--- config.mk ---
export PLATFORM = sky130hd
export DESIGN_NAME = if_fetch_stage
export DESIGN_NICKNAME = d
export VERILOG_FILES = /design/src/rtl/if_fetch_stage.sv
export SDC_FILE = /design/constraint.sdc
export NUM_CORES = 1
export LEC_CHECK = 0
export ABC_AREA = 1
export CAP_MARGIN = 20
export CORE_ASPECT_RATIO = 0.5
export CORE_MARGIN = 2
export CORE_UTILIZATION = 37
export CTS_CLUSTER_SIZE = 24
export DETAILED_ROUTE_END_ITERATION = 8
export GPL_TIMING_DRIVEN = 0
export PLACE_DENSITY = 0.73
export SYNTH_ARGS = -nofsm -noshare
export SYNTH_HDL_FRONTEND = slang
export SYNTH_SLANG_ARGS = --single-unit
--- constraint.sdc ---
create_clock -name clk_i -period 1.75 [get_ports clk_i]
set_clock_uncertainty 0.05 [all_clocks]
set_input_delay 0.35 -clock clk_i [delete_from_list [all_inputs] [get_ports clk_i]]
set_output_delay 0.35 -clock clk_i [all_outputs]
set_load 0.01 [all_outputs]
--- src/rtl/if_fetch_stage.sv ---
// if_fetch_stage: MIPS IF stage (PC register, PC+4, branch redirect, IF/ID register).
// Optional IF_PERF_CNT_EN adds saturating stall/flush/fetch counters.
module if_fetch_stage #(
  parameter logic [31:0] RESET_PC  = 32'h0000_0000,
  parameter logic [31:0] NOP_INSTR = 32'h0000_0000
) (
  input  logic        clk_i,
  input  logic        rst_i,
  input  logic        pc_select_i,
  input  logic [31:0] branch_target_i,
  input  logic        pc_write_i,
  input  logic        if_write_i,
  input  logic        if_flush_i,
  output logic [31:0] imem_addr_o,
  input  logic [31:0] imem_data_i,
  output logic [31:0] pc_o,
  output logic [31:0] if_id_pc4_o,
  output logic [31:0] if_id_instr_o,
  output logic        if_id_valid_o
`ifdef IF_PERF_CNT_EN
  ,
  output logic [31:0] perf_stall_cnt_o,
  output logic [31:0] perf_flush_cnt_o,
  output logic [31:0] perf_fetch_cnt_o
`endif
);
  logic [31:0] pc_q, pc_d, pc_plus4, next_pc;
  logic [31:0] instr_q, instr_d, pc4_q, pc4_d;
  logic        valid_q, valid_d;
  assign pc_plus4 = pc_q + 32'd4;
  assign next_pc  = pc_select_i ? {branch_target_i[31:2], 2'b00} : pc_plus4;
  // flush outranks write; neither means a stall hold
  always_comb begin
    pc_d    = pc_write_i ? next_pc : pc_q;
    instr_d = if_flush_i ? NOP_INSTR : if_write_i ? imem_data_i : instr_q;
    pc4_d   = if_flush_i ? 32'd0 : if_write_i ? pc_plus4 : pc4_q;
    valid_d = if_flush_i ? 1'b0 : if_write_i ? 1'b1 : valid_q;
  end
  always_ff @(posedge clk_i) begin
    if (rst_i) begin
      pc_q    <= RESET_PC;
      instr_q <= NOP_INSTR;
      pc4_q   <= 32'd0;
      valid_q <= 1'b0;
    end else begin
      pc_q    <= pc_d;
      instr_q <= instr_d;
      pc4_q   <= pc4_d;
      valid_q <= valid_d;
    end
  end
  assign imem_addr_o   = pc_q;
  assign pc_o          = pc_q;
  assign if_id_pc4_o   = pc4_q;
  assign if_id_instr_o = instr_q;
  assign if_id_valid_o = valid_q;
`ifdef IF_PERF_CNT_EN
  logic [31:0] stall_q, stall_d, flush_q, flush_d, fetch_q, fetch_d;
  always_comb begin
    stall_d = (!pc_write_i && ~&stall_q) ? stall_q + 32'd1 : stall_q;
    flush_d = (if_flush_i && ~&flush_q) ? flush_q + 32'd1 : flush_q;
    fetch_d = (!if_flush_i && if_write_i && ~&fetch_q) ? fetch_q + 32'd1 : fetch_q;
  end
  always_ff @(posedge clk_i) begin
    if (rst_i) begin
      stall_q <= 32'd0;
      flush_q <= 32'd0;
      fetch_q <= 32'd0;
    end else begin
      stall_q <= stall_d;
      flush_q <= flush_d;
      fetch_q <= fetch_d;
    end
  end
  assign perf_stall_cnt_o = stall_q;
  assign perf_flush_cnt_o = flush_q;
  assign perf_fetch_cnt_o = fetch_q;
`endif
endmodule
Word level (Yosys, flattened, before mapping)
Cells that the tools add are included.
{ "word_totals": {"register_bits": 97, "input_bits": 70, "output_inout_bits": 129, "wordCells": 7} }
{ "op_classes": {"addsub": 1, "mux": 1, "n_reduce_logical": 1} }
{ "ops": {"columns": ["cell", "count"], "rows": [
  ["32-bit by 3-bit adder with 32-bit output (second input constant)", 1],
  ["32-bit two-way mux", 1],
  ["2-bit OR reduction", 1]
]} }

Depth between registers and ports, before layout
{ "depth": {"word_depth": 2, "depth_mapped": 10, "mapped_depth_nobuf": 10} }

Least setup slack after synthesis
OpenSTA, ideal clock, no wires.
{ "synth_path": {"kind": "register to register", "start": "register pc_q[2], in the netlist imem_addr_o[2]", "end": "register pc_q[24], in the netlist imem_addr_o[24]", "setup_ns": 0.132, "arrival_ns": 1.415, "required_ns": 1.568, "path_slack_ns": 0.153, "path_stages_with_launch": 11, "path_buffers": 0, "synth_period_minus_slack_ns": 1.597, "path_cell_list": "dfxtp_1 -> ha_1 -> nand2_1 -> nor2_4 -> nand2_1 -> nor2_4 -> nand2_1 -> nand2_1 -> nand3_1 -> nand2_1 -> a21oi_1"} }
{ "synth_via": {"elab_chain_cells": 2} }
{ "synth_lines": {"columns": ["element", "line_no", "text"], "rows": [
  ["start, declared", "27", "logic [31:0] pc_q, pc_d, pc_plus4, next_pc;"],
  ["start signal, assigned", "46", "pc_q <= pc_d;"],
  ["32-bit by 3-bit adder with 32-bit output", "30", "assign pc_plus4 = pc_q + 32'd4;"],
  ["32-bit two-way mux", "31", "assign next_pc = pc_select_i ? {branch_target_i[31:2], 2'b00} : pc_plus4;"]
]} }
Every way passes these cells.
A chain may end at the register's enable or synchronous reset.

Worst setup path in the final report
{ "layout_path": {"start": "register pc_q[15], in the netlist imem_addr_o[15]", "end": "output port pc_o[15]"} }
{ "layout_rtl": {"columns": ["element", "line_no", "text"], "rows": [
  ["end, declared", "16", "output logic [31:0] pc_o,"]
]} }
No word-level cell between the ends.

==> impl_metrics.csv <==
group,metric,value,unit
status,status,"finished clean",
worst_setup_path,cp-start-kind,"register",
clock_tree,cts_tree,"yes",
synthesis,syn-cell-area,4742,um^2
route,first_iter_violations,376,
power_and_ir_drop,p_sw_share,26.31,%
clock_tree,clkTransAtPathRegs,0.06,ns
power_and_ir_drop,switchingPower,1.431,mW
power_and_ir_drop,pwr-share-seq,42.6,%
clock_tree,clock_sinks,93,
placed_design,gp_congestion,0.9670,
worst_setup_path,reg2reg_from,"imem_addr_o[15]",
power_and_ir_drop,vdd_drop_max,0.3910,mV
synthesis,yosysTopAreaCell,"dfxtp_1",
power_and_ir_drop,p_comb_share,18.4,%
synthesis,synth_xor_xnor_area_share,3.087,%
timing,fin_ws,0.03893,ns
final_layout,diodes,0,
route,topRoutingLayerUsed,"met4",
synthesis,syn_avg_cell_area,6.670,um^2
route,met1Wirelength,6814,um
synthesis,synth_commonest_cells,"188 x nand2_1, 112 x nor2_1, 93 x dfxtp_1",
run,max-cap-violations,0,
timing,hold_violations,0,
route,dr_wl_met2,7146,um
route,post-route-drc-count,0,
clock_tree,cts_buffers,9,
floorplan,die-area,13790,um^2
timing,slew_headroom,58.58,%
final_layout,n_fill_cell,1194,
synthesis,ys_top_cells_by_area,"dfxtp_1 39%, nand2_1 15%, nor2_1 8.9%",
global_routing,overflow,0,
route,wl_per_cell,13.92,um
synthesis,seq_area_frac_synth,39.26,%
global_routing,antenna_found_initial,0,
floorplan,rows,29,
min_path,min-delay-start,"rst_i",
synthesis,synth_compound_area_share,11.98,%
floorplan,ios,199,
floorplan,initial_core_util,37.66,%
synthesis,muxShareOfSynthArea,0,%
synthesis,synth-main-ff-cell,"dfxtp_1",
clock_tree,postCtsHoldBufs,0,
route,finalWirelength,15200,um
power_and_ir_drop,p_leak,3.199,nW
timing,fmax,584.4,MHz
worst_setup_path,crit_type,"reg -> out",
route,vias,5137,
final_layout,nNetsFinal,988,
worst_setup_path,worstPathRequired,1.35,ns
placed_design,dp_hpwl,11670,um
timing,worstMarginPinSlew,0.6213,ns
timing,hold_slack,0.2258,ns
min_path,hold_depth,2,
route,drtAntennaViolNets,0,
timing,tns,0,ns
floorplan,die_y,84.05,um
synthesis,yosysTopAreaCellShare,39.26,%
synthesis,synth.most_common_cell,"nand2_1",
worst_setup_path,reg2reg_depth,10,
worst_setup_path,crit_path_max_fanout,3,
timing,finalSetupViolCount,0,
synthesis,synth_top_family_by_area,"simple AND/OR/NAND/NOR gates",
timing,min_period,1.711,ns
worst_setup_path,cp-startpoint,"imem_addr_o[15]",
synthesis,synth_async_sr_flop_share,0,%
synthesis,synth-simple-area-share,32.01,%
synthesis,syn_inst,711,
final_layout,syn_to_final_growth,54.41,%
route,met3_length,1005,um
route,firstDrtPassIters,5,
power_and_ir_drop,p_int,4.009,mW
route,avgViaCountPerCell,4.704,
power_and_ir_drop,power_density,743.0,nW/um^2
global_routing,track_usage,21.73,%
placed_design,io_buffers,187,
placed_design,preCtsSetupSlack,-0.3345,ns
final_layout,drive_gt1_share,14.21,%
power_and_ir_drop,finalPower,5.440,mW
synthesis,synthAdderAreaFrac,0.2639,%
clock_tree,clockBufferDepth,2,
global_routing,grt_max_degree,17,
power_and_ir_drop,pwr-share-clk,39.0,%
floorplan,core-area,12590,um^2
min_path,hp-class,"in -> reg",
clock_tree,clock_latency,0.34,ns
timing,finalMaxSlewViolations,0,
worst_setup_path,crit_arrival,1.31,ns
timing,rsz0062_at_grt,"false",
clock_tree,cts_root_buffer,"clkbuf_16",
clock_tree,htree_num_levels,3,
global_routing,grt_pass1_vias,4723,
final_layout,final_util,58.15,%
worst_setup_path,end_kind,"primary output",
synthesis,yosysWarnings,0,
worst_setup_path,ff2ff_setup_slack,0.13,ns
synthesis,ys_ff_latch,93,
floorplan,die_w,164.1,um
timing,period_share,97.78,%
global_routing,grt_pass1_wl,23780,um
synthesis,synth_edf_count,0,
synthesis,synth_cell_types,28,
sequential cells by signal, indices dropped and copies added (netlist names):
register	count
if_id_instr_o	32
if_id_valid_o	1
imem_addr_o	30
if_id_pc4_o	30
worst max-delay path, cell delays in order (launching register included):
cell,delay [ns]
dfxtp_4,0.36
buf_4,0.10
clkdlybuf4s50_1,0.52
layout make-up:
type	instances	area [um^2]	share of cell area [%]
inverter	57	214.0	2.922
clock buffer	10	229.0	3.127
clock inverter	6	95.09	1.299
buffer	71	421.7	5.759
timing repair buffer	190	1869	25.53
sequential	93	1972	26.93
multi-input combinational	495	2308	31.53
tap	170	212.7	2.905
worst paths after layout:
path | end
worst max-delay path | pc_o[15]
worst min-delay path | imem_addr_o[31]
worst max register to register | imem_addr_o[27]
worst min register to register | if_id_pc4_o[3]
cells by family after synthesis:
family          count (synthesis)
fa+ha+maj                       1
simple gates                  362
xor+xnor                       15
compound gates                111
other cells                     1
buf+inv                       128
flops                          93
power by group through the flow:
stage | registers, mW | clock network, mW | logic, mW
after floorplan | 2.39 | 0 | 0.432
after global placement | 2.37 | 0 | 0.995
after detailed placement | 2.38 | 0 | 1.01
after CTS | 2.31 | 2.18 | 0.992
after global routing | 2.33 | 2.25 | 1.09
final | 2.32 | 2.12 | 1.00
repair_timing:
action,in CTS,in global routing
pin swaps,0,4
resized for setup,85,19
setup buffers,2,1
setup endpoints to repair,74,36
cell usage in the layout, fill, tap and decap left out, types with 3 or more instances in the layout:
cell type          n
nand2_1          187
clkdlybuf4s50_1  158
nor2_1           110
a21oi_1           76
dfxtp_1           63
inv_1             54
buf_4             39
nand3_1           38
o21ai_0           30
dfxtp_4           29
dlygate4sd2_1     26
clkbuf_1          20
buf_2             13
clkbuf_16          9
xor2_1             8
nor2_2             7
nand2_2            7
nor2_4             7
conb_1             6
xnor2_1            5
clkbuf_2           3
dlymetal6s2s_1     3
metal layers:
layer	GRT usage, %	up-vias
met5	0	-
met4	5.343	0
met2	36.44	186
met1	28.55	2321
met3	4.421	23
li1	-	2607
stage by stage:
stage / std cells / area (um^2)
floorplan: 716 / 4761
global placement: 1073 / 6845
detailed placement: 1073 / 6845
CTS: 1091 / 7262
global route: 1092 / 7322
finish: 1092 / 7322
(Power assumes the default switching activity.)
